$ cat src/rtl/delay_step_sequencer.sv
// delay_step_sequencer
// Buffers (byte, delay) steps in a small FIFO and plays them out one at a
// time: present the byte, request a delay from the interrupt controller,
// then block until the completion pulse or the millisecond watchdog fires.
module delay_step_sequencer #(
    parameter int unsigned MFREQ_KHZ = 1,
    parameter int unsigned DEPTH     = 4,
    parameter int unsigned MARGIN_MS = 2
) (
    input  logic        mclk,
    input  logic        rst,
    input  logic        in_valid,
    output logic        in_ready,
    input  logic [7:0]  in_data,
    input  logic [15:0] in_delay_ms,
    output logic [7:0]  data_out,
    output logic        data_strobe,
    output logic        raise_interrupt,
    output logic [15:0] delay_ms,
    input  logic        interrupt,
    output logic        step_done,
    output logic        timeout_err,
    input  logic        err_clear,
    output logic        busy
);

    localparam int unsigned AW = (DEPTH > 1) ? $clog2(DEPTH) : 1;
    localparam int unsigned PW = (MFREQ_KHZ > 1) ? $clog2(MFREQ_KHZ) : 1;
    localparam logic [AW:0]   FULL_CNT = (AW+1)'(DEPTH);
    localparam logic [PW-1:0] PRE_MAX  = PW'(MFREQ_KHZ - 1);

    typedef enum logic [1:0] {
        S_IDLE  = 2'd0,
        S_ISSUE = 2'd1,
        S_REQ   = 2'd2,
        S_WAIT  = 2'd3
    } state_t;

    // FIFO storage: each entry is {delay, data}
    logic [23:0]   mem_q [DEPTH];
    logic [23:0]   mem_d [DEPTH];
    logic [AW-1:0] wr_ptr_q, wr_ptr_d;
    logic [AW-1:0] rd_ptr_q, rd_ptr_d;
    logic [AW:0]   count_q, count_d;

    state_t        state_q, state_d;
    logic [7:0]    lat_data_q, lat_data_d;
    logic [15:0]   lat_delay_q, lat_delay_d;
    logic [7:0]    data_out_q, data_out_d;
    logic [15:0]   delay_ms_q, delay_ms_d;
    logic          data_strobe_q, data_strobe_d;
    logic          raise_q, raise_d;
    logic          step_done_q, step_done_d;
    logic          timeout_err_q, timeout_err_d;
    logic          err_set_s;
    logic [PW-1:0] pre_q, pre_d;
    logic [16:0]   ms_q, ms_d;

    logic full_s, empty_s, push_s, pop_s, expiry_s;

    assign full_s   = (count_q == FULL_CNT);
    assign empty_s  = (count_q == '0);
    assign push_s   = in_valid && !full_s;
    assign pop_s    = (state_q == S_IDLE) && !empty_s;
    // 17-bit sum so delay + margin never wraps
    assign expiry_s = (ms_q == ({1'b0, delay_ms_q} + 17'(MARGIN_MS)));

    assign in_ready        = !full_s;
    assign busy            = !empty_s || (state_q != S_IDLE);
    assign data_out        = data_out_q;
    assign delay_ms        = delay_ms_q;
    assign data_strobe     = data_strobe_q;
    assign raise_interrupt = raise_q;
    assign step_done       = step_done_q;
    assign timeout_err     = timeout_err_q;

    // FIFO next-state: write at tail on push, advance head on pop
    always_comb begin
        mem_d    = mem_q;
        wr_ptr_d = wr_ptr_q;
        rd_ptr_d = rd_ptr_q;
        count_d  = count_q;
        if (push_s) begin
            mem_d[wr_ptr_q] = {in_delay_ms, in_data};
            wr_ptr_d        = wr_ptr_q + AW'(1);
        end else begin
            wr_ptr_d = wr_ptr_q;
        end
        if (pop_s) begin
            rd_ptr_d = rd_ptr_q + AW'(1);
        end else begin
            rd_ptr_d = rd_ptr_q;
        end
        case ({push_s, pop_s})
            2'b10:   count_d = count_q + (AW+1)'(1);
            2'b01:   count_d = count_q - (AW+1)'(1);
            default: count_d = count_q;
        endcase
    end

    // Step sequencer FSM, output pulses and watchdog counters
    always_comb begin
        state_d       = state_q;
        lat_data_d    = lat_data_q;
        lat_delay_d   = lat_delay_q;
        data_out_d    = data_out_q;
        delay_ms_d    = delay_ms_q;
        data_strobe_d = 1'b0;
        raise_d       = 1'b0;
        step_done_d   = 1'b0;
        pre_d         = pre_q;
        ms_d          = ms_q;
        err_set_s     = 1'b0;
        case (state_q)
            S_IDLE: begin
                if (!empty_s) begin
                    lat_data_d  = mem_q[rd_ptr_q][7:0];
                    lat_delay_d = mem_q[rd_ptr_q][23:8];
                    state_d     = S_ISSUE;
                end else begin
                    state_d = S_IDLE;
                end
            end
            S_ISSUE: begin
                data_out_d    = lat_data_q;
                delay_ms_d    = lat_delay_q;
                data_strobe_d = 1'b1;
                if (lat_delay_q == 16'd0) begin
                    step_done_d = 1'b1;
                    state_d     = S_IDLE;
                end else begin
                    state_d = S_REQ;
                end
            end
            S_REQ: begin
                raise_d = 1'b1;
                pre_d   = '0;
                ms_d    = 17'd0;
                state_d = S_WAIT;
            end
            S_WAIT: begin
                // A completion that coincides with expiry is a normal finish
                if (interrupt) begin
                    step_done_d = 1'b1;
                    state_d     = S_IDLE;
                end else if (expiry_s) begin
                    err_set_s   = 1'b1;
                    step_done_d = 1'b1;
                    state_d     = S_IDLE;
                end else if (pre_q == PRE_MAX) begin
                    pre_d = '0;
                    ms_d  = ms_q + 17'd1;
                end else begin
                    pre_d = pre_q + PW'(1);
                end
            end
            default: begin
                state_d = S_IDLE;
            end
        endcase
    end

    // Sticky error flag; a new timeout wins over a simultaneous clear
    always_comb begin
        if (err_set_s) begin
            timeout_err_d = 1'b1;
        end else if (err_clear) begin
            timeout_err_d = 1'b0;
        end else begin
            timeout_err_d = timeout_err_q;
        end
    end

    // State, FIFO and output registers with asynchronous reset
    always_ff @(posedge mclk or posedge rst) begin
        if (rst) begin
            for (int i = 0; i < int'(DEPTH); i++) begin
                mem_q[i] <= 24'd0;
            end
            wr_ptr_q      <= '0;
            rd_ptr_q      <= '0;
            count_q       <= '0;
            state_q       <= S_IDLE;
            lat_data_q    <= 8'd0;
            lat_delay_q   <= 16'd0;
            data_out_q    <= 8'd0;
            delay_ms_q    <= 16'd0;
            data_strobe_q <= 1'b0;
            raise_q       <= 1'b0;
            step_done_q   <= 1'b0;
            timeout_err_q <= 1'b0;
            pre_q         <= '0;
            ms_q          <= 17'd0;
        end else begin
            mem_q         <= mem_d;
            wr_ptr_q      <= wr_ptr_d;
            rd_ptr_q      <= rd_ptr_d;
            count_q       <= count_d;
            state_q       <= state_d;
            lat_data_q    <= lat_data_d;
            lat_delay_q   <= lat_delay_d;
            data_out_q    <= data_out_d;
            delay_ms_q    <= delay_ms_d;
            data_strobe_q <= data_strobe_d;
            raise_q       <= raise_d;
            step_done_q   <= step_done_d;
            timeout_err_q <= timeout_err_d;
            pre_q         <= pre_d;
            ms_q          <= ms_d;
        end
    end

endmodule

$ cat config.mk
export PLATFORM = sky130hd
export DESIGN_NAME = delay_step_sequencer
export DESIGN_NICKNAME = d
export VERILOG_FILES = /design/src/rtl/delay_step_sequencer.sv
export SDC_FILE = /design/constraint.sdc
export NUM_CORES = 1
export LEC_CHECK = 0
export ABC_AREA = 1
export CORE_ASPECT_RATIO = 1.25
export CORE_MARGIN = 5
export CORE_UTILIZATION = 40
export CTS_CLUSTER_DIAMETER = 60
export CTS_CLUSTER_SIZE = 12
export DETAILED_ROUTE_END_ITERATION = 10
export GPL_TIMING_DRIVEN = 0
export PLACE_DENSITY = 0.6
export REMOVE_ABC_BUFFERS = 1
export SETUP_SLACK_MARGIN = 0.5
export SLEW_MARGIN = 15
export SYNTH_ARGS = -nofsm -noshare
export SYNTH_HDL_FRONTEND = slang
export SYNTH_SLANG_ARGS = --single-unit
export TNS_END_PERCENT = 100
$ cat constraint.sdc
create_clock -name mclk -period 8.23 [get_ports mclk]
set_input_delay 1.2345 -clock mclk [delete_from_list [all_inputs] [get_ports mclk]]
set_output_delay 1.2345 -clock mclk [all_outputs]
set_load 0.05 [all_outputs]
## After elaboration in Yosys (flattened, before gate mapping)

Cells that the tools add are included.

| word-level totals | value |
|---|---|
| bits of input ports | 29 |
| register bits | 175 |

| operators by class | value |
|---|---|
| add/subtract/negate cells | 7 |
| muxes and demuxes | 30 |
| bitwise gates (word level) | 3 |
| $lt $le $gt $ge | 3 |
| reductions and logical operators | 16 |
| equality and inequality tests | 11 |

Operators by type and width:

| operator | number |
|---|---|
| 96-bit bitwise mux | 1 |
| 24-bit 2-to-1 mux | 3 |
| 17-bit 2-to-1 mux | 3 |
| 24-bit binary-select mux with 2-bit select | 1 |
| 24-bit demux with 2-bit select | 1 |
| 17-bit case mux with 2 select lines | 1 |
| 16-bit by 2-bit adder with 17-bit output, second input constant | 1 |
| 17-bit by 1-bit adder with 17-bit output, second input constant | 1 |
| 17-bit == test | 1 |
| 16-bit zero test | 1 |
| 1-bit 2-to-1 mux | 13 |
| 2-bit case mux with 4 select lines | 1 |
| 2-bit nonzero test | 4 |
| 2-bit == test, second input constant | 3 |
| 3-bit greater-or-equal comparator, second input constant | 2 |
| 2-bit 2-to-1 mux | 3 |
| 2-bit != test, second input constant | 3 |
| 2-bit NOT with 3-bit output | 2 |
| 3-bit case mux with 2 select lines | 1 |
| 2-bit by 1-bit adder with 2-bit output, second input constant | 2 |
| 2-bit by 1-bit == test with 1-bit output, second input constant | 2 |
| 1-bit case mux with 2 select lines | 2 |
| 4-bit AND reduction | 1 |
| 3-bit by 1-bit adder with 3-bit output, second input constant | 1 |
| other kinds (13) | 16 |

## Depth between registers and ports, before layout

Gate-level depths: netlist (run 1).

| logic depth | value |
|---|---|
| word-level depth | 6 |
| depth in mapped cells | 17 |
| gate-level depth less buffers | 16 |

## Worst setup path before layout (run 1)

OpenSTA, ideal clock, no wires.

| timing path | value |
|---|---|
| kind | in2reg |
| from | in in_valid |
| to | reg count_q[2] |
| data arrival time | 2.281 ns |
| buffers on the path | 0 |
| stages | 7 |
| setup time | 0.131 ns |
| path slack | 5.818 ns |
| path through | nand2_1 -> ha_1 -> inv_1 -> fa_1 -> a21oi_1 -> o21ai_0 -> xor2_1 |

| on the way | value |
|---|---|
| longest elaborated chain between the ends | 3 |
| elaborated cells between the ends (all ways) | 5 |

Ends and longest elaborated chain:

| item | RTL line | text |
|---|---|---|
| start: declaration | 12 | `input logic in_valid,` |
| 1-bit logical AND * | 63 | `assign push_s = in_valid && !full_s;` |
| 2-bit by 1-bit == test with 1-bit output / 2-bit == test (equally long branches) | 94 | `case ({push_s, pop_s})` |
| 3-bit case mux with 2 select lines / 2-bit nonzero test (equally long branches) | - |  |
| end signal: assignment | 198 | `count_q <= count_d;` |
| end: declaration | 44 | `logic [AW:0] count_q, count_d;` |

Every way passes the cells marked *; elsewhere a longest branch is shown, timed or not.
A chain may end at the register's enable or synchronous reset.

## Final worst setup path (run 1)

| timing path | value |
|---|---|
| from | reg delay_ms_q[1] (netlist: delay_ms[1]) |
| to | reg ms_q[10] |

| on the way | value |
|---|---|
| longest elaborated chain between the ends | 4 |

Ends and longest elaborated chain:

| item | RTL line | text |
|---|---|---|
| start: declaration | 50 | `logic [15:0] delay_ms_q, delay_ms_d;` |
| start signal: assignment | 203 | `delay_ms_q <= delay_ms_d;` |
| 16-bit by 2-bit adder with 17-bit output | 66 | `assign expiry_s = (ms_q == ({1'b0, delay_ms_q} + 17'(MARGIN_MS)));` |
| 17-bit == test | 66 |  |
| 2-bit != test (no source line) | - |  |
| 4-bit AND reduction (no source line) | - |  |
| end signal: assignment | 209 | `ms_q <= ms_d;` |
| end: declaration | 57 | `logic [16:0] ms_q, ms_d;` |

Every way passes these cells.

==> key figures, run 1 <==
Outcome
  • Outcome: finished, final reports clean

Yosys
  • Cell Area, Synth: 8180 um^2
  • Unique masters post-synth: 31
  • Sequential fraction of the synthesis area: 0.532
  • Warnings from Yosys: 0
  • Seq cells post-synth: 174
  • Avg Cell Area, Syn: 8.05 um^2
  • Post-Syn Instances: 1017

Floorplanning
  • Row cnt: 58
  • Die ar.: 23400 um^2
  • Placeable Area: 20100 um^2
  • IO Count: 59
  • Initial Utilization: 0.407
  • Die Wd: 138 um
  • Die Span Y: 170 um

CTS
  • Max clock buf depth: 2
  • Post-CTS setup buffer count: 0
  • Root Buffer: clkbuf_16
  • Clock-pin transition on the worst setup and hold timing paths: 0.07 ns
  • H-tree Lvls: 4
  • Worst skew pair latency: 0.43 ns
  • Total clock sinks: 174
  • CTS tree: yes
  • Clock buffer count from CTS: 17
  • Cts repair resizes: 0
  • Hold-fix buffers, CTS: 0

Pwr
  • LEAKAGE: 0.00450 uW
  • Cell Pwr Density: 382 nW/um^2
  • Power, Total: 3690 uW
  • Max VDD drop: 158 uV

Routing
  • Vias: 6626
  • Post-DR wirelength/cell: 14.7 um
  • Initial DRC count: 334
  • Vias per std cell: 4.97
  • Final ANT Viol Nets: 0
  • 1st-pass router iterations: 5
  • Drc violations: 0
  • WL final: 19.6 mm

Timing
  • Tcrit/Tclk final: 0.394
  • Actual slew at the worst max-slew pin: 1.14 ns
  • Final number of hold-violating endpoints: 0
  • Worst Clk Skew: 0.0111 ns
  • Final setup viols: 0
  • Final TNS setup: 0 ns
  • Post-route minimum period: 3.24 ns
  • RSZ-0062 raised after global routing: false
  • Fin. max-slew vios: 0
  • Slew headroom: 0.241
  • Fmax: 309 MHz

Setup path
  • Crit path DAT: 3.56 ns
  • Worst r2r dst: ms_q[10]
  • Critical Path Start Type: flop
  • Worst R2R Path Depth: 14
  • Crit. End Element: flop
  • FF-to-FF Start: delay_ms[1]
  • CP required: 8.55 ns
  • Worst-path maximum fanout: 20
  • WS Path Type: reg2reg
  • Setup slack, reg-to-reg: 4.99 ns

GRT
  • Gr ovfl total: 0
  • GRT Total Usage: 0.176
  • Initial antenna violation count: 0
  • Largest net degree at the start of global routing: 114
  • First-pass GRT wire length: 32.9 mm
  • Vias in the first global route: 6626

Layout
  • Nets@finish: 1087
  • Area Overhead vs Synth: 18.1%
  • Ant. Diodes: 0
  • Post-Layout Cell Count: 1333
  • Fraction of layout cells with a size suffix above 1: 0.0555

Flow run
  • Max cap viols: 0

Min path
  • Hold Path Origin: mem_q[46]
  • Hold Path Cell Cnt: 2
  • Hold endpoint: mem_q[46]
  • Hold Path Class: reg2reg

Placed design
  • Dpl cells: 1301
  • Port Buf Inserts: 58
  • Post-DP HPWL: 12.7 mm
  • GPL Wtd Cong: 0.844
## through the flow
stage / instance area (um^2) / setup slack, ns / util / hold WS [ns]
4_1_cts: 9670 / 4.96 / 0.481 / 0.484
6_report: 9670 / 4.99 / 0.481 / 0.479
3_3_place_gp: 8890 / -0.295 / 0.442 / 0.461
5_1_grt: 9670 / 4.77 / 0.481 / 0.501
3_5_place_dp: 9080 / 4.69 / 0.452 / 0.468
2_1_floorplan: 7970 / 2.28 / - / 0.448
## synthesized netlist by cell type, drive strengths merged
library cell,number,area (um^2)
nand2,263,1000
o21ai,199,996
dfrtp,174,4350
nor2,102,405
inv,98,368
nand3,49,245
clkbuf,40,150
o22ai,22,138
nand4,14,87.6
buf,12,65.1
xor2,11,96.3
ha,7,87.6
nor4,6,43.8
xnor2,5,43.8
a31oi,4,25.0
nor3,3,15.0
a21oi,2,10.0
nand3b,2,15.0
clkinv,1,3.75
fa,1,20.0
o31ai,1,7.51
or2,1,6.26
## state kept, by name (all words and copies together) (netlist names), named ones only
register         flops
mem_q               96
ms_q                17
lat_delay_q         16
rd_ptr_q             2
step_done            1
timeout_err          1
data_out             8
state_q              1
raise_interrupt      1
count_q              3
data_strobe          1
delay_ms            16
wr_ptr_q             2
lat_data_q           8
## how the worst max path moves through the flow
stage,slack (ns),startpoint,cells after the start,end
floorplan,2.28,rst,1,asynchronous set/reset pin
global placement,-0.29,rst,2,mem_q[86]
detailed placement,4.69,interrupt,6,ms_q[10]
CTS,4.96,delay_ms[1],14,ms_q[10]
global route,4.77,delay_ms[1],14,ms_q[10]
finish,4.99,delay_ms[1],14,ms_q[10]
## placed cells by master, fill, tap and decap left out, drive strengths merged, types with 2 or more instances in the layout
cell | Yosys | routed
dfrtp | 174 | 174
nand4 | 14 | 14
ha | 7 | 7
a21oi | 2 | 2
clkbuf | 40 | 19
clkinvlp | 0 | 2
nand3 | 49 | 49
nand3b | 2 | 2
xor2 | 11 | 11
a31oi | 4 | 4
buf | 12 | 8
xnor2 | 5 | 5
o22ai | 22 | 22
clkdlybuf4s50 | 0 | 58
nor4 | 6 | 6
clkinv | 1 | 7
inv | 98 | 102
o21ai | 199 | 199
nor3 | 3 | 3
nand2 | 263 | 263
nor2 | 102 | 102
## layout make-up
cell class	count	area (um^2)
timing repair buffer	66	756
multi-input combinational	692	3250
sequential	174	4360
clock buffer	19	453
inverter	99	379
tap	270	338
fill	2022	10400
clock inverter	13	133
## worst max-delay path, cell delays in order (launching register included)
cell and delay (ns):
dfrtp_1 0.43, ha_1 0.23, nand3_1 0.15, nor2_1 0.25, nand2_1 0.08, nand2_1 0.10
nor2_1 0.05, nor2_1 0.09, nand3_1 0.11, nor2_1 0.11, nand3_1 0.37, nand2_1 0.76
nand2_4 0.20, nand2_1 0.12, nand2_1 0.06
## power by group
group	internal [uW]	switching (uW)
logic	505	948
clock network	440	356
registers	1200	241
total	2150	1550
## cell families after synthesis
logic type	share of synthesized area
adder cells (fa/ha/maj)	0.0131
XOR/XNOR	0.0171
buffers and inverters	0.0717
AO/OA/AOI/OAI	0.144
flip-flops	0.532
AND/OR/NAND/NOR	0.222
## metal layers
metal  up-vias  global-route usage  share of wire
met4         0              0.0541          0.015
met3        22              0.0281          0.031
met1      3140               0.229           0.47
li1       3359                   -              -
met2       105               0.301           0.49
met5         -                   0              0
No activity file was read; power rests on OpenSTA's default activity.
==> run 2: changes to the inputs <==
==> constraint.sdc (replaced) <==
create_clock -name mclk -period 3.2 [get_ports mclk]
set_input_delay 0.48 -clock mclk [delete_from_list [all_inputs] [get_ports mclk]]
set_output_delay 0.48 -clock mclk [all_outputs]
set_load 0.05 [all_outputs]
==> run 2 against run 1 <==
  * Final cell count barely moved
  * Worst hold slack barely moved
  * Sequential cell count did not move
  * Total power rose to 2.6 times the previous value
  * Final area rose by 0.43%
  * Non-clock buffer count did not move
  * Highest routed layer unchanged
==> key figures, run 2 (synthesized netlist as in run 1, its figures left out) <==
GRT
  • Vias in the first global route: 6640 (was 6626)
  • Gr ovfl total: 0 (unchanged)
  • Initial antenna violation count: 0 (unchanged)
  • First-pass GRT wire length: 33.1 mm (was 32.9 mm)
  • Largest net degree at the start of global routing: 114 (unchanged)
  • GRT Total Usage: 0.177 (was 0.176)

Timing
  • Final setup viols: 0 (unchanged)
  • Final TNS setup: 0 ns (unchanged)
  • RSZ-0062 raised after global routing: true (was false)
  • Fin. max-slew vios: 0 (unchanged)
  • Tcrit/Tclk final: 0.801 (was 0.394)
  • Slew headroom: 0.242 (was 0.241)
  • Actual slew at the worst max-slew pin: 1.13 ns (was 1.14 ns)
  • Worst Clk Skew: 0.0115 ns (was 0.0111 ns)
  • Post-route minimum period: 2.56 ns (was 3.24 ns)
  • Final number of hold-violating endpoints: 0 (unchanged)
  • Hold_ws: 0.480 ns (was 0.479 ns)
  • Fmax: 390 MHz (was 309 MHz)

Layout
  • Max reg flops: 96 (unchanged)
  • Most frequent cells in the layout: 255 x nand2_1, 199 x o21ai_0, 173 x dfrtp_1 (was 256 x nand2_1, 199 x o21ai_0, 173 x dfrtp_1)
  • Area Overhead vs Synth: 18.7% (was 18.1%)
  • Post-Layout Cell Count: 1334 (was 1333)
  • Multi-input gate area: 3290 um^2 (was 3250 um^2)
  • Final instance area: 9710 um^2 (was 9670 um^2)
  • FF/Latch Area: 4360 um^2 (unchanged)
  • Most common cell after layout, fill and taps aside: nand2_1 (unchanged)
  • Fill cell total of the finished layout: 2020 (was 2022)
  • Ant. Diodes: 0 (unchanged)
  • Top flop regs: mem_q: 96 flops, ms_q: 17 flops (unchanged)
  • Fraction of layout cells with a size suffix above 1: 0.0602 (was 0.0555)
  • Nets@finish: 1088 (was 1087)
  • Largest reg by FF count: mem_q (unchanged)

CTS
  • Hold-fix buffers, CTS: 0 (unchanged)
  • Post-CTS setup buffer count: 0 (unchanged)
  • H-tree Lvls: 4 (unchanged)
  • Clock-pin transition on the worst setup and hold timing paths: 0.06 ns (was 0.07 ns)
  • Max clock buf depth: 2 (unchanged)
  • Root Buffer: clkbuf_16 (unchanged)
  • Clock buffer count from CTS: 17 (unchanged)
  • CTS tree: yes (unchanged)
  • Worst skew pair latency: 0.43 ns (about the same)
  • Total clock sinks: 174 (unchanged)

Setup path
  • WS Path Type: reg2reg (unchanged)
  • CP required: 3.50 ns (was 8.55 ns)
  • Crit-path cells: inv_1, o21ai_0, o22ai_1, nand2_1, o21ai_0 (was ha_1, nand3_1, nor2_1, nand2_1, nand2_1, nor2_1, nor2_1, nand3_1, nor2_1, nand3_1, nand2_1, nand2_4, nand2_1, nand2_1)
  • Crit-path slowest cell: dfrtp_1 (was nand2_1)
  • Most frequent CP cell: o21ai_0 (was nand2_1)
  • Crit path DAT: 2.86 ns (was 3.56 ns)
  • Critical Path Start Type: flop (unchanged)
  • Crit-path max cell delay: 1.07 ns (was 0.76 ns)
  • Worst-path maximum fanout: 26 (was 20)
  • Crit. End Element: flop (unchanged)

Pwr
  • Clock power share: 0.215 (was 0.216)
  • Net Sw Power: 3990 uW (was 1550 uW)
  • Sequential Power Share: 0.390 (was 0.391)
  • Internal power of the cells: 5530 uW (was 2150 uW)
  • Sw Share: 0.419 (was 0.418)
  • Cell Pwr Density: 981 nW/um^2 (was 382 nW/um^2)
  • Max VDD drop: 407 uV (was 158 uV)
  • Combinational Power Share: 0.395 (was 0.393)
  • LEAKAGE: 0.00450 uW (about the same)

Routing
  • Vias per std cell: 4.98 (was 4.97)
  • WL final: 19.8 mm (was 19.6 mm)
  • Drc violations: 0 (unchanged)
  • Post-DR wirelength/cell: 14.8 um (was 14.7 um)
  • 1st-pass router iterations: 5 (unchanged)
  • Initial DRC count: 323 (was 334)
  • Final ANT Viol Nets: 0 (unchanged)
  • Vias: 6642 (was 6626)

Placed design
  • Post-DP HPWL: 12.7 mm (unchanged)
  • GPL Wtd Cong: 0.844 (unchanged)
  • Dpl cells: 1301 (unchanged)
  • Area post-placement: 9080 um^2 (unchanged)
  • Port Buf Inserts: 58 (unchanged)

Floorplanning
  • Initial Utilization: 0.407 (unchanged)
  • Placeable Area: 20100 um^2 (unchanged)
  • Die Wd: 138 um (unchanged)
  • Die ar.: 23400 um^2 (unchanged)
  • IO Count: 59 (unchanged)
  • Die Span Y: 170 um (unchanged)
  • Row cnt: 58 (unchanged)

Outcome
  • Outcome: finished, final reports clean (unchanged)

Min path
  • Hold Path Class: reg2reg (unchanged)

Flow run
  • Max cap viols: 0 (unchanged)
==> run 2: worst paths after layout <==
kind / from / slack [ns] / depth (start not counted) / to
hold / removal: mem_q[46] / 0.48 / 2 / mem_q[46]
setup / recovery: rd_ptr_q[1] / 0.64 / 5 / lat_delay_q[10]
setup reg to reg: rd_ptr_q[1] / 0.64 / 5 / lat_delay_q[10]
max in group asynchronous: rst / 1.78 / 3 / rd_ptr_q[0]
hold reg to reg: mem_q[46] / 0.48 / 2 / mem_q[46]
min in group asynchronous: rst / 0.50 / 2 / data_out[5]
==> run 2: per-layer routing <==
| metal | global-route usage | routed length (um) | vias up |
|---|---|---|---|
| met2 | 0.303 | 9690 | 122 |
| met5 | 0 | 0 | - |
| li1 | - | - | 3366 |
| met1 | 0.230 | 9140 | 3135 |
| met4 | 0.0541 | 267 | 0 |
| met3 | 0.0281 | 682 | 19 |
==> run 2: cell type report <==
type                    count  area share
inverters                  99      0.0394
clock inverters            13      0.0137
repair buffers             66      0.0778
well taps                 270      0.0348
clock buffers              19      0.0466
flip-flops and latches    174       0.449
multi-input cells         693       0.339
==> run 2: power groups by stage <==
| stage | clock network (uW) | logic, uW | registers (uW) |
|---|---|---|---|
| finish | 2040 | 3760 | 3710 |
| global route | 2180 | 4250 | 3830 |
| CTS | 2090 | 3810 | 3710 |
| detailed placement | 0 | 3770 | 3750 |
| global placement | 0 | 3490 | 3810 |
| floorplan | 0 | 2080 | 4050 |
==> run 2: repair_timing <==
item,4_1_cts,5_1_grt
pin swaps,1,0
cloned,1,0
resized for setup,3,4
endpoints found under the setup margin,19,24
==> run 2: critical path, delay by kind of cell, from the launching register on <==
family | cells | cell delay (ns)
compound gates | 3 | 0.50
simple gates | 1 | 0.07
flops | 1 | 1.07
buf+inv | 1 | 0.78
==> run 2: metrics by stage <==
stage / total power (uW) / utilization / worst slack (ns)
detailed placement: 7520 / 0.452 / -0.0482
finish: 9520 / 0.483 / 0.638
global placement: 7300 / 0.442 / -4.57
global route: 10300 / 0.483 / 0.494
CTS: 9610 / 0.482 / 0.524
floorplan: 6130 / - / -2.00
